<file path="config.mk">
export PLATFORM = sky130hd
export DESIGN_NAME = maj_net_eval
export DESIGN_NICKNAME = d
export VERILOG_FILES = /design/src/rtl/maj_net_pkg.sv /design/src/rtl/maj3_node.sv /design/src/rtl/maj_net_eval.sv
export SDC_FILE = /design/constraint.sdc
export NUM_CORES = 1
export LEC_CHECK = 0
export ABC_AREA = 1
export CAP_MARGIN = 10
export CORE_ASPECT_RATIO = 2
export CORE_MARGIN = 3
export CORE_UTILIZATION = 55
export DETAILED_ROUTE_END_ITERATION = 12
export GPL_TIMING_DRIVEN = 0
export PLACE_DENSITY = 0.72
export SLEW_MARGIN = 15
export SYNTH_ARGS = -nofsm -noshare
export SYNTH_HDL_FRONTEND = slang
export SYNTH_HIERARCHICAL = 1
export SYNTH_SLANG_ARGS = --single-unit
</file>
<file path="constraint.sdc">
create_clock -name clk -period 8.9 [get_ports clk]
set_clock_uncertainty 0.05 [all_clocks]
set_input_delay 1.78 -clock clk [delete_from_list [all_inputs] [get_ports clk]]
set_output_delay 1.78 -clock clk [all_outputs]
set_load 0.01 [all_outputs]
</file>
<file path="src/rtl/maj_net_pkg.sv">
// Shared types and constants for the majority-inverter-graph evaluator.
// Contents:
//   NUM_IN, NUM_NODES    primary inputs and netlist storage depth
//   SIG_W                width of a signal index (constant 0, inputs, nodes)
//   ADDR_W, CFG_W, K_W   configuration address, data and node-counter widths
//   state_t              evaluator FSM states
//   node_cfg_t           one majority node: {inv[2:0], sel2, sel1, sel0}
//   out_cfg_t            output select: {inv, sel}
//   idx_node(k)          signal index of node k's result
package maj_net_pkg;

  localparam int NUM_IN    = 7;
  localparam int NUM_NODES = 8;
  localparam int SIG_W     = $clog2(1 + NUM_IN + NUM_NODES);
  localparam int ADDR_W    = $clog2(NUM_NODES + 1);
  localparam int CFG_W     = 3 * SIG_W + 3;
  localparam int K_W       = $clog2(NUM_NODES);

  localparam logic [SIG_W-1:0] IDX_CONST0 = '0;
  localparam logic [SIG_W-1:0] IDX_X_BASE = SIG_W'(1);

  typedef enum logic [1:0] {
    IDLE,
    EVAL,
    DONE
  } state_t;

  // Packed so that the layout matches cfg_data directly: inv on top, then
  // sel[2], sel[1], sel[0] down to bit 0.
  typedef struct packed {
    logic [2:0]            inv;
    logic [2:0][SIG_W-1:0] sel;
  } node_cfg_t;

  typedef struct packed {
    logic             inv;
    logic [SIG_W-1:0] sel;
  } out_cfg_t;

  function automatic logic [SIG_W-1:0] idx_node(input int k);
    return SIG_W'(NUM_IN + 1 + k);
  endfunction

endpackage

</file>
<file path="src/rtl/maj3_node.sv">
// Three-input majority with per-input inversion. Purely combinational; the
// evaluator time-shares a single instance across all netlist nodes.
// Ports:
//   a, b, c   selected signal values
//   inv       per-input inversion (inv[0] applies to a, inv[2] to c)
//   y         MAJ(a^inv0, b^inv1, c^inv2)
module maj3_node (
  input  logic       a,
  input  logic       b,
  input  logic       c,
  input  logic [2:0] inv,
  output logic       y
);

  logic pa, pb, pc;

  assign pa = a ^ inv[0];
  assign pb = b ^ inv[1];
  assign pc = c ^ inv[2];
  assign y  = (pa & pb) | (pa & pc) | (pb & pc);

endmodule

</file>
<file path="src/rtl/maj_net_eval.sv">
// Programmable MIG evaluator: holds a runtime-loaded netlist of NUM_NODES
// majority nodes, evaluates it one node per cycle on each accepted input
// vector and returns one classification bit over valid/ready.
// Optional feature macro: MAJ_EARLY_EXIT_EN -- adds a 'last node' field to the
// output register so evaluation can stop before NUM_NODES-1.
// Ports:
//   clk, rst            clock, asynchronous active-high reset
//   cfg_we/addr/data    config write; addr NUM_NODES selects the output register
//   cfg_err             one-cycle pulse when a write is dropped
//   in_valid/in_ready/x input vector handshake (ready only in IDLE)
//   out_valid/out_ready/out  result handshake; out held while out_valid
module maj_net_eval
  import maj_net_pkg::*;
(
  input  logic              clk,
  input  logic              rst,
  input  logic              cfg_we,
  input  logic [ADDR_W-1:0] cfg_addr,
  input  logic [CFG_W-1:0]  cfg_data,
  output logic              cfg_err,
  input  logic              in_valid,
  output logic              in_ready,
  input  logic [NUM_IN-1:0] x,
  output logic              out_valid,
  input  logic              out_ready,
  output logic              out
);

  state_t                state;
  logic [K_W-1:0]        k_q;
  logic [K_W-1:0]        last_k;
  logic [NUM_IN-1:0]     x_q;
  logic [NUM_NODES-1:0]  node_val;
  node_cfg_t             node_cfg [NUM_NODES];
  out_cfg_t              out_cfg;
  node_cfg_t             cur;
  logic [(1<<SIG_W)-1:0] sig_vec;
  logic                  maj_y;
  logic                  cfg_ok;

  // Flat signal space: index 0 is constant 0, then inputs, then node results.
  // Forward and self references land on node registers that were cleared at
  // capture, so they read as 0.
  always_comb begin
    // NOTE: assign a default before any partial update so no bit can hold its
    // old value, which would infer a latch.
    sig_vec                           = '0;
    sig_vec[IDX_X_BASE +: NUM_IN]     = x_q;
    sig_vec[idx_node(0) +: NUM_NODES] = node_val;
  end

  assign cur = node_cfg[k_q];

  maj3_node u_maj (
    .a   (sig_vec[cur.sel[0]]),
    .b   (sig_vec[cur.sel[1]]),
    .c   (sig_vec[cur.sel[2]]),
    .inv (cur.inv),
    .y   (maj_y)
  );

  assign in_ready = (state == IDLE);

`ifdef MAJ_EARLY_EXIT_EN
  logic [K_W-1:0] last_q;
  assign last_k = last_q;
`else
  assign last_k = K_W'(NUM_NODES - 1);
`endif

  // Evaluator FSM. DONE spends its first cycle registering the selected
  // signal, then holds out/out_valid until downstream accepts.
  always_ff @(posedge clk or posedge rst) begin
    if (rst) begin
      state     <= IDLE;
      k_q       <= '0;
      x_q       <= '0;
      node_val  <= '0;
      out_valid <= 1'b0;
      out       <= 1'b0;
    end else begin
      // NOTE: non-blocking assignments so every register here samples the
      // values from before the edge, independent of statement order.
      case (state)
        IDLE: begin
          if (in_valid) begin
            x_q      <= x;
            node_val <= '0;
            k_q      <= '0;
            state    <= EVAL;
          end
        end
        EVAL: begin
          node_val[k_q] <= maj_y;
          if (k_q == last_k) state <= DONE;
          else               k_q   <= k_q + K_W'(1);
        end
        DONE: begin
          if (!out_valid) begin
            out       <= sig_vec[out_cfg.sel] ^ out_cfg.inv;
            out_valid <= 1'b1;
          end else if (out_ready) begin
            out_valid <= 1'b0;
            state     <= IDLE;
          end
        end
        default: state <= IDLE;
      endcase
    end
  end

  // Writes only land while idle, so an in-flight vector always sees a
  // consistent netlist. A write alongside in_valid lands at the capture edge
  // and is therefore used by that vector.
  assign cfg_ok = cfg_we && (state == IDLE) && (cfg_addr <= ADDR_W'(NUM_NODES));

  always_ff @(posedge clk or posedge rst) begin
    if (rst) begin
      // NOTE: the netlist storage is reset deliberately: a cleared netlist
      // evaluates to a defined 0 rather than leftover contents.
      node_cfg <= '{default: '0};
      out_cfg  <= '0;
`ifdef MAJ_EARLY_EXIT_EN
      last_q   <= K_W'(NUM_NODES - 1);
`endif
      cfg_err  <= 1'b0;
    end else begin
      cfg_err <= cfg_we && !cfg_ok;
      if (cfg_ok) begin
        if (cfg_addr < ADDR_W'(NUM_NODES)) begin
          node_cfg[cfg_addr[K_W-1:0]] <= node_cfg_t'(cfg_data);
        end else begin
          out_cfg <= out_cfg_t'(cfg_data[SIG_W:0]);
`ifdef MAJ_EARLY_EXIT_EN
          last_q  <= cfg_data[SIG_W+1 +: K_W];
`endif
        end
      end
    end
  end

endmodule

</file>
* Word level (Yosys, flattened, before mapping)
Cells that the tools add are included.
** Word-level totals
- Bits of input ports :: 31
- Output and inout bits :: 4
- Bits in registers :: 148
- Logic and storage cells :: 118
** Operators by class
- Add/subtract/negate cells :: 1
- Order comparisons :: 11
- Bitwise logic cells :: 13
- Reduce and logical (&&, ||, !) cells :: 15
- Mux-type cells :: 29
- Equality and inequality tests :: 8
** Operators with widths (count)
- bitwise mux 120 bit :: 1
- binary-select mux 15 bit (select 3 bit) :: 1
- demux 15 bit (select 3 bit) :: 1
- two-way mux 15 bit :: 3
- less-than comparator 4 x 5 -> 1 bit (second input constant) :: 4
- binary-select mux 1 bit (select 4 bit) :: 4
- case mux 8 bit (2 select lines) :: 1
- inequality test 2 bit (second input constant) :: 5
- AND reduction 2 bit :: 5
- bitwise mux 8 bit :: 1
- >= comparator 4 bit (second input constant) :: 2
- two-way mux 2 bit :: 4
- two-way mux 8 bit :: 1
- inverter 3 -> 4 bit :: 2
- two-way mux 1 bit :: 7
- two-way mux 3 bit :: 2
- case mux 2 bit (3 select lines) :: 1
- case mux 3 bit (2 select lines) :: 1
- logical AND 1 bit :: 5
- <= comparator 4 bit (second input constant) :: 1
- less-than comparator 3 x 4 -> 1 bit (second input constant) :: 1
- less-than comparator 4 x 1 -> 1 bit (second input constant) :: 1
- less-than comparator 4 bit (second input constant) :: 1
- AND reduction 4 bit :: 1
- 14 further kinds :: 21

* Logic depth before layout (Yosys ltp)
Gate-level depths: netlist of run 1.
- Depth in word-level cells :: 12
- Mapped depth :: 21
- Depth with buffers taken out :: 20

* Cells and area by module
Netlist of run 1, hierarchy kept.
** By module, submodules not included
- maj_net_eval :: cells each 996, area an instance 7584.8 sq um, times used 1
- maj3_node :: cells each 19, area an instance 72.6 sq um, times used 1

* Worst setup path after synthesis of run 1
OpenSTA, ideal clock, no wires.
- Kind :: input to register
- Start point :: input port cfg_we
- End point :: register node_cfg[55] (netlist name)
- Setup slack :: 5.991 ns
- Stages on the path :: 6
- Library setup time :: 0.127 ns
- Data required time :: 8.723 ns
- Arrival time :: 2.731 ns
- Cells stage by stage :: nand2_1 -> nor2_2 -> inv_4 -> nor4_4 -> buf_4 -> mux2_1
** Between the ends
- Word-level cells in the longest chain between the ends :: 3
** Ends and longest elaborated chain
- from (decl) :: RTL line maj_net_eval.sv:17 : input logic cfg_we,
- logical AND 1 bit (2 in series) :: RTL line maj_net_eval.sv:115 : assign cfg_ok = cfg_we && (state == IDLE) && (cfg_addr <= ADDR_W'(NUM_NODES));
- AND reduction 2 bit (no line)
- to (signal, indexed assignment) :: RTL line maj_net_eval.sv:131 : node_cfg[cfg_addr[K_W-1:0]] <= node_cfg_t'(cfg_data);
- to (decl) :: RTL line maj_net_eval.sv:34 : node_cfg_t node_cfg [NUM_NODES];
No other way between the ends.
A chain may end at the register's enable or synchronous reset.

* Worst setup path after layout of run 1
- Start point :: register state[1]
- End point :: output port in_ready
** Between the ends
- Word-level cells in the longest chain between the ends :: 1
** Ends and longest elaborated chain
- from (decl) :: RTL line maj_net_eval.sv:29 : state_t state;
- from (signal assigned) :: RTL line maj_net_eval.sv:75 : state <= IDLE;
- from (signal assigned) :: RTL line maj_net_eval.sv:90 : state <= EVAL;
- from (signal assigned) :: RTL line maj_net_eval.sv:95 : if (k_q == last_k) state <= DONE;
- zero test 2 bit :: RTL line maj_net_eval.sv:62 : assign in_ready = (state == IDLE);
- to (decl) :: RTL line maj_net_eval.sv:22 : output logic in_ready,
No other way between the ends.

==> results.txt, run 1 <==
The initial antenna violation count came to 0. The total negative slack came out at 0 ps. The total of flip-flops plus latches after synthesis came out at 148. The floorplan step set the die width to 89.4 µm. The ratio of final minimum period to clock period is 0.380. Port buffering added 28 buffers. The met2 wirelength from detailed routing is 12,200 µm. Tracing the worst setup path back leads to its startpoint at state[1]. The met3 wire length came out at 1370 µm. The filler cell count in the final layout is 1,215. The total area inside the core boundary comes to around 14,000 µm². The number of distinct standard cells referenced by the synthesized netlist is 33.

The tightest slew margin relative to the limit came out at 0.504. Relative to the synthesized area, the layout overhead comes to 14.4%. The total overflow left after global routing is 0.

The detailed router finished its first iteration with ~600 violations. The count of boundary I/O pins came out at 35. The areal power density over the cells is ~380 nW/µm². The worst register-to-register path begins at k_q[0]. Detailed placement ended at an HPWL of between 15,000 and 20,000 µm. The area of the mapped netlist is ~7700 µm². Post-CTS timing repair inserted 0 buffers for setup. The average size of a mapped cell came out at around 7.5 µm². Counting the buffers created by CTS gives 17. The floorplan step defined a die boundary enclosing about 15,000 µm². The static leakage came out at approximately 4.4 nW.

The worst hold path depth came out at 2. The area taken by flip-flops and latches came out at 3700 µm². The repair_antennas step left the layout with diodes totalling 0.

For this run, the total global-route usage over all layers was measured as 0.323. After detailed routing, the number of vias per cell comes to ~5.7. The max-capacitance violation count came out at 0. The number of nets at the end of the flow came out at ~1,100. The post-cts repair resize count is 0. The number of global-route vias before repair is 6,793. The worst-case clock buffer depth came out at 2.

The number of instances in the synthesized netlist is roughly 1,000. The maximum VDD drop is approximately 0.20 mV. The number of buffers inserted for hold repair after clock tree synthesis is 0. The detailed-route wire length came out at 23,700 µm. The critical path is of the reg2out type.

The count of yosys warnings during synthesis came out at 6. The maximum fanout along the worst path is 4. The placement-stage cell area is 8170 µm². The first global-routing pass estimated 36,700 µm of wire.

The remaining design rule violation count is 0. The standard-cell row count is 60. The number of nets in the synthesized netlist is 1,048. The finished cells cover ~8800 µm². The effective utilization at floorplan came out at 0.567. The insertion delay to the later sink of the worst-skew pair came out at roughly 430 ps. The number of hold violations in the final report came out at 0.

The flow ran to the end, and the final reports show no timing, DRC or antenna violations. Setup repair after global routing left no endpoint under its margin. The number of max-slew violations in the final report came to 0.

The worst hold-check slack came out at approximately 440 ps. The final weighted congestion in routability-driven placement is a little under 1. The count of cells along the worst register-to-register path is 17. The clock transition time at the flip-flop clock pins of the worst setup and hold paths came out at approximately 70 ps. The clock drives 148 sinks. The pin count of the biggest net entering global routing came out at about 110. The nature of the critical path startpoint is a flip-flop. The classification of the worst-slack hold path is reg2reg. The post-synthesis sequential area ratio is 0.484. The footprint of the multi-input gates is about 3100 µm².

The critical path data arrival time is between 1500 and 2000 ps. The highest metal layer with signal wires is met4. The share of layout cells above drive strength 1 is 0.102. The data required time of the worst path came out at roughly 7100 ps. CTS built an H-tree with a depth of 4. The floorplan step set the die height to 173 µm.

Timing would allow up to 296 MHz. The CTS root buffer is sky130_fd_sc_hd__clkbuf_16. The element type at the critical path end is an output pin. The count of final setup violators came out at 0. The shortest clock period the worst path allows after layout came out at approximately 3400 ps. The startpoint identified for the worst hold timing path is node_cfg[93]. The TritonCTS clock tree is yes. The via count is approximately 7,000. For the pin with the worst max-slew slack, the measured transition is approximately 740 ps. The number of iterations in the first detailed-routing pass is 7. The final routed wire length divided by cell count came out at 19.3 µm. The number of nets with antenna violations after detailed routing is 0.

In the final routing, the length of wire on met1 measures 8300 µm.
==> power by group <==
part | internal [mW] | leakage (nW) | switching (mW)
logic | 0.481 | 2.45 | 0.990
clock network | 0.448 | 0.286 | 0.297
registers | 0.983 | 1.71 | 0.144
total | 1.91 | 4.45 | 1.43
==> critical path, stage by stage, from the launching register on <==
cell,delay [ps]
sky130_fd_sc_hd__dfrtp_1,420
sky130_fd_sc_hd__nor2_2,140
sky130_fd_sc_hd__clkdlybuf4s50_1,560
==> per-layer routing <==
| metal | vias to the layer above | GRT usage |
|---|---|---|
| met4 | 0 | 0.228 |
| met2 | 281 | 0.535 |
| li1 | 3294 | - |
| met3 | 105 | 0.0563 |
| met5 | - | 0 |
| met1 | 3299 | 0.361 |
==> final timing paths <==
kind                                end  slack, ps
setup reg to reg            node_val[7]       5890
hold reg to reg            node_cfg[93]        440
max in group asynchronous  node_cfg[46]       6250
min in group asynchronous           out       1690
setup / recovery               in_ready       5520
hold / removal             node_cfg[93]        440
==> cells in the final DEF, fill, tap and decap left out, drive strengths merged, types with 3 or more instances in the layout <==
cell	n
dfrtp	148
nor2	65
inv	156
nand3	60
o211ai	3
nor4	6
mux2	3
o22ai	12
a221oi	3
a21oi	44
buf	37
clkdlybuf4s50	28
clkbuf	28
nand2	330
o21ai	127
bufinv	3
clkinv	4
a22oi	4
==> cells in the mapped netlist (all sizes together) <==
cell type,number,share of area
nand4,1,0.00082
nand2,330,0.16
o211ai,3,0.0029
nor2,65,0.035
nand3,60,0.040
inv,154,0.076
nor3,1,0.00065
a21oi,44,0.029
a211oi,1,0.00098
a22oi,4,0.0039
o2111ai,2,0.0023
a32o,2,0.0026
mux2,3,0.0044
buf,36,0.031
dfrtp,148,0.48
ha,2,0.0033
nand3b,2,0.0020
a221oi,3,0.0034
o22ai,12,0.0098
clkbuf,9,0.0051
o21ai,127,0.083
nor4,6,0.017
==> state kept, by name, indices dropped and copies added (netlist names) <==
signal     count
out_valid      1
k_q            3
out            1
x_q            7
node_cfg     120
out_cfg        5
cfg_err        1
state          2
node_val       8
==> kinds of logic (layout without fill, tap and decap cells) <==
family | Yosys count | in the layout | share of synthesized area
compound gates | 198 | 198 | 0.138
fa+ha+maj | 2 | 2 | 0.00327
buf+inv | 199 | 258 | 0.112
flops | 148 | 148 | 0.484
mux | 3 | 3 | 0.00441
simple gates | 465 | 465 | 0.259
==> cell type report <==
type / instances / area share
sequential: 148 / 0.423
multi-input combinational: 668 / 0.353
inverter: 154 / 0.0671
clock buffer: 19 / 0.0505
timing repair buffer: 29 / 0.0351
buffer: 45 / 0.0317
tap: 155 / 0.0221
clock inverter: 11 / 0.0176
==> metrics by stage <==
stage | cells | util | setup slack (ps) | total power [mW]
after global routing | 1229 | 0.649 | 5470 | 3.58
after global placement | 1198 | 0.602 | 945 | 2.54
final | 1229 | 0.649 | 5520 | 3.34
after floorplan | 1015 | - | 3090 | 2.16
after detailed placement | 1199 | 0.604 | 5210 | 2.57
after CTS | 1229 | 0.649 | 5520 | 3.31
No activity file was read; power rests on OpenSTA's default activity.
==> inputs of run 2 (changes only) <==
--- a/config.mk
+++ b/config.mk
@@ -12,7 +12,7 @@
 export CORE_UTILIZATION = 55
 export DETAILED_ROUTE_END_ITERATION = 12
 export GPL_TIMING_DRIVEN = 0
-export PLACE_DENSITY = 0.72
+export PLACE_DENSITY = 0.74
 export SLEW_MARGIN = 15
 export SYNTH_ARGS = -nofsm -noshare
 export SYNTH_HDL_FRONTEND = slang
==> constraint.sdc (replaced) <==
create_clock -name clk -period 3 [get_ports clk]
set_clock_uncertainty 0.05 [all_clocks]
set_input_delay 0.6 -clock clk [delete_from_list [all_inputs] [get_ports clk]]
set_output_delay 0.6 -clock clk [all_outputs]
set_load 0.01 [all_outputs]
==> run 2 against run 1 <==
Net effect:
- sequential share of layout area shrank 0.46 points
- non-clock buffer count grew 4
- register-to-register slack lost 5700 ps
- via count grew 1.2%
- clock-buffer cell count shrank 2
- critical path type is now reg2reg
- final area grew 1.1%
- sequential cell count is the same
- final cell count grew 0.49%
- largest power group unchanged
- hold slack lost 3.9 ps
- wire length grew 0.84%
- setup slack lost 5300 ps
==> results.txt, run 2 (synthesis results as in run 1) <==
The flow ran to the end, and the final reports show no timing, DRC or antenna violations. The full die area is 15,500 µm² (unchanged). The width of the die came out at 89.4 µm (unchanged). The post-detailed-route via-to-cell ratio came out at 5.72 (+0.75%). The number of nets at the end of the flow came out at 1,100 (+0.36%).

The flip-flop count of the largest register after layout is 120 (unchanged). The classification of the worst-slack hold path is in2reg. The global-route usage over all layers came out at 0.327 (+0.00396).

The critical path data arrival time came out at 3070 ps (+1520 ps). The number of buffers inserted for hold repair after clock tree synthesis came out at 0 (unchanged). The number of iterations in the first detailed-routing pass came out at 6 (-1).

In the finished design, the share of the clock period the worst path needs comes to 0.933. The areal power density over the cells came out at 1130 nW/µm² (+200%). Leaving out fill and tap cells, the most frequent cells in the layout are sky130_fd_sc_hd__nand2_1, sky130_fd_sc_hd__dfrtp_1, sky130_fd_sc_hd__inv_1. The via count was 7,066 (+1.2%). The startpoint identified for the worst hold timing path is cfg_data[8].

The detailed placer's ending HPWL came out at 17,300 µm (+3.6%). The number of max-slew violations in the final report is 0 (unchanged). The final weighted congestion in routability-driven placement is 0.958 (-1.2%). The maximum fanout along the worst path is 10 (+6).

The smallest clock period supported by the final layout is computed as between 2000 and 3000 ps. The detailed-route wire length came out at 23,900 µm (+0.84%). The number of nets with antenna violations after detailed routing came out at 0 (unchanged).

The area taken by flip-flops and latches is 3700 µm² (unchanged). The launching element of the worst setup path is k_q[0]. The worst hold-check slack is 436 ps (-3.93 ps). The number of violations reported at the end of detailed-routing iteration 0 was 570 (-5.3%).

The standard-cell row count came out at 60 (unchanged). The number of hold violations in the final report was 0 (unchanged). The register with the most flip-flops in the final layout is node_cfg. STA classifies the critical path endpoint as a flip-flop. The initial antenna violation count is 0 (unchanged).

The number of buffers added by the clock tree synthesis step came out at 17 (unchanged). The remaining design rule violation count came out at 0 (unchanged). The nature of the critical path startpoint is a flip-flop. The fraction of the core area covered by cells at the end of the flow is 0.656 (+0.00713).

The root buffer cell chosen for the clock tree is sky130_fd_sc_hd__clkbuf_16. The worst hold path depth is 3 (+1). The data required time of the worst path is 3270 ps (-3800 ps). The library cell used most frequently in the layout, excluding fill and tap cells, is sky130_fd_sc_hd__nand2_1. The port buffer count is 28 (unchanged). The filler cell count in the final layout is 1,209 (-0.49%). The worst-case clock buffer depth is 2 (unchanged). The total global routing overflow is 0 (unchanged). The largest registers in the layout are node_cfg: 120 flops, node_val: 8 flops, x_q: 7 flops. The count of final setup violators is 0 (unchanged). The max-capacitance violation count is 0 (unchanged).

The static leakage came out at 4.49 nW (+0.95%). The footprint of the multi-input gates is 3110 µm² (+0.48%). The effective utilization at floorplan is 0.567 (unchanged). The die extent in y came to 173 µm (unchanged). The tightest slew margin relative to the limit came to 0.477 (-0.0264).

The clock transition time at the flip-flop clock pins of the worst setup and hold paths is 70 ps (about the same). The start of the worst register-to-register path is k_q[0]. TritonCTS built the clock tree. The pin count of the biggest net entering global routing is 32 (-70%). The insertion delay to the later sink of the worst-skew pair came to 430 ps (about the same). The count of buffers added by post-CTS timing repair for setup is 0 (unchanged). The CTS sink count is 148 (unchanged). The H-tree depth reported by CTS came to 4 (unchanged). The first-pass GRT wire length came to 37,100 µm (+1.1%).

The maximum VDD drop is 0.561 mV (+190%). The synthesis-to-layout area growth is 15.7%. The achievable clock frequency is about 360 MHz. The share of layout cells above drive strength 1 is 0.112 (+0.00962).

The number of antenna diodes is 0 (unchanged). The final routed wire length divided by cell count is 19.4 µm (+0.35%). The area of the placeable core came out at 13,500 µm² (unchanged). The number of global-route vias before repair is 6,985 (+2.8%). Setup repair after global routing left no endpoint under its margin. The pin slew with the least headroom to its limit is 784 ps (+39.6 ps).

The count of cells along the worst register-to-register path came out at 17 (unchanged). The critical path class is reg2reg. The count of boundary I/O pins is 35 (unchanged).
[run 2: cell types whose count changed in the layout (fill, tap and decap cells not counted), moves of 2 or more]
cell | before | now
sky130_fd_sc_hd__buf_12 | 0 | 3
sky130_fd_sc_hd__nand3_2 | 1 | 3
sky130_fd_sc_hd__inv_6 | 2 | 6
sky130_fd_sc_hd__nand3_1 | 59 | 57
[run 2: cell type report]
| class | count | share of cell area |
|---|---|---|
| well taps | 155 | 0.0219 |
| flip-flops and latches | 148 | 0.418 |
| clock buffers | 17 | 0.0480 |
| multi-input cells | 668 | 0.351 |
| clock inverters | 15 | 0.0188 |
| inverters | 154 | 0.0660 |
| plain buffers | 45 | 0.0316 |
| repair buffers | 33 | 0.0446 |
[run 2: metrics by stage]
stage | std cells | TNS [ps] | area [µm²] | worst slack (ps) | power (mW)
floorplan | 1015 | 0 | 7660 | 489 | 6.41
global placement | 1198 | -122180 | 8140 | -842 | 7.54
detailed placement | 1203 | 0 | 8250 | 111 | 7.66
CTS | 1235 | 0 | 8840 | 78.0 | 9.84
global route | 1235 | 0 | 8860 | 50.8 | 10.7
finish | 1235 | 0 | 8860 | 200 | 9.97
[run 2: final timing paths]
kind / end / slack (ps)
min in group asynchronous: out / 510
worst max-delay path: node_val[2] / 200
worst min register to register: node_cfg[85] / 440
worst min-delay path: node_cfg[68] / 440
max in group asynchronous: node_cfg[59] / 1410
worst max register to register: node_val[2] / 200
[run 2: repair_timing]
action | 4_1_cts | 5_1_grt
gates resized for setup | 0 | 5
endpoints found under the hold margin | 0 | 0
endpoints found under the setup margin | 0 | 8
[run 2: report_power, final]
group | switching [mW] | internal [mW]
logic | 2.98 | 1.46
registers | 0.447 | 2.92
clock network | 0.926 | 1.24
total | 4.36 | 5.62
[run 2: critical path, cell delays in order, from the launching register on]
cell and delay [ps]:
sky130_fd_sc_hd__dfrtp_1 430, sky130_fd_sc_hd__inv_2 180, sky130_fd_sc_hd__buf_4 220, sky130_fd_sc_hd__nand2_1 70, sky130_fd_sc_hd__nand3_1 90, sky130_fd_sc_hd__nand2_1 200, sky130_fd_sc_hd__nor2_4 270, sky130_fd_sc_hd__nand2_1 80
sky130_fd_sc_hd__nand3_1 180, sky130_fd_sc_hd__nand3_1 100, sky130_fd_sc_hd__nand3_1 70, sky130_fd_sc_hd__nand2_1 70, sky130_fd_sc_hd__nand2_1 70, sky130_fd_sc_hd__nand2_1 80, sky130_fd_sc_hd__nand2_1 80, sky130_fd_sc_hd__nand3_2 150
sky130_fd_sc_hd__o21ai_0 220, sky130_fd_sc_hd__inv_1 60
[run 2: metal layers]
metal	GRT usage	wire, µm	vias to the layer above	share of wire
li1	-	-	3311	-
met1	0.356	8180	3319	0.34
met2	0.532	12000	307	0.50
met3	0.0687	1550	129	0.065
met4	0.253	2160	0	0.090
met5	0	0	-	0
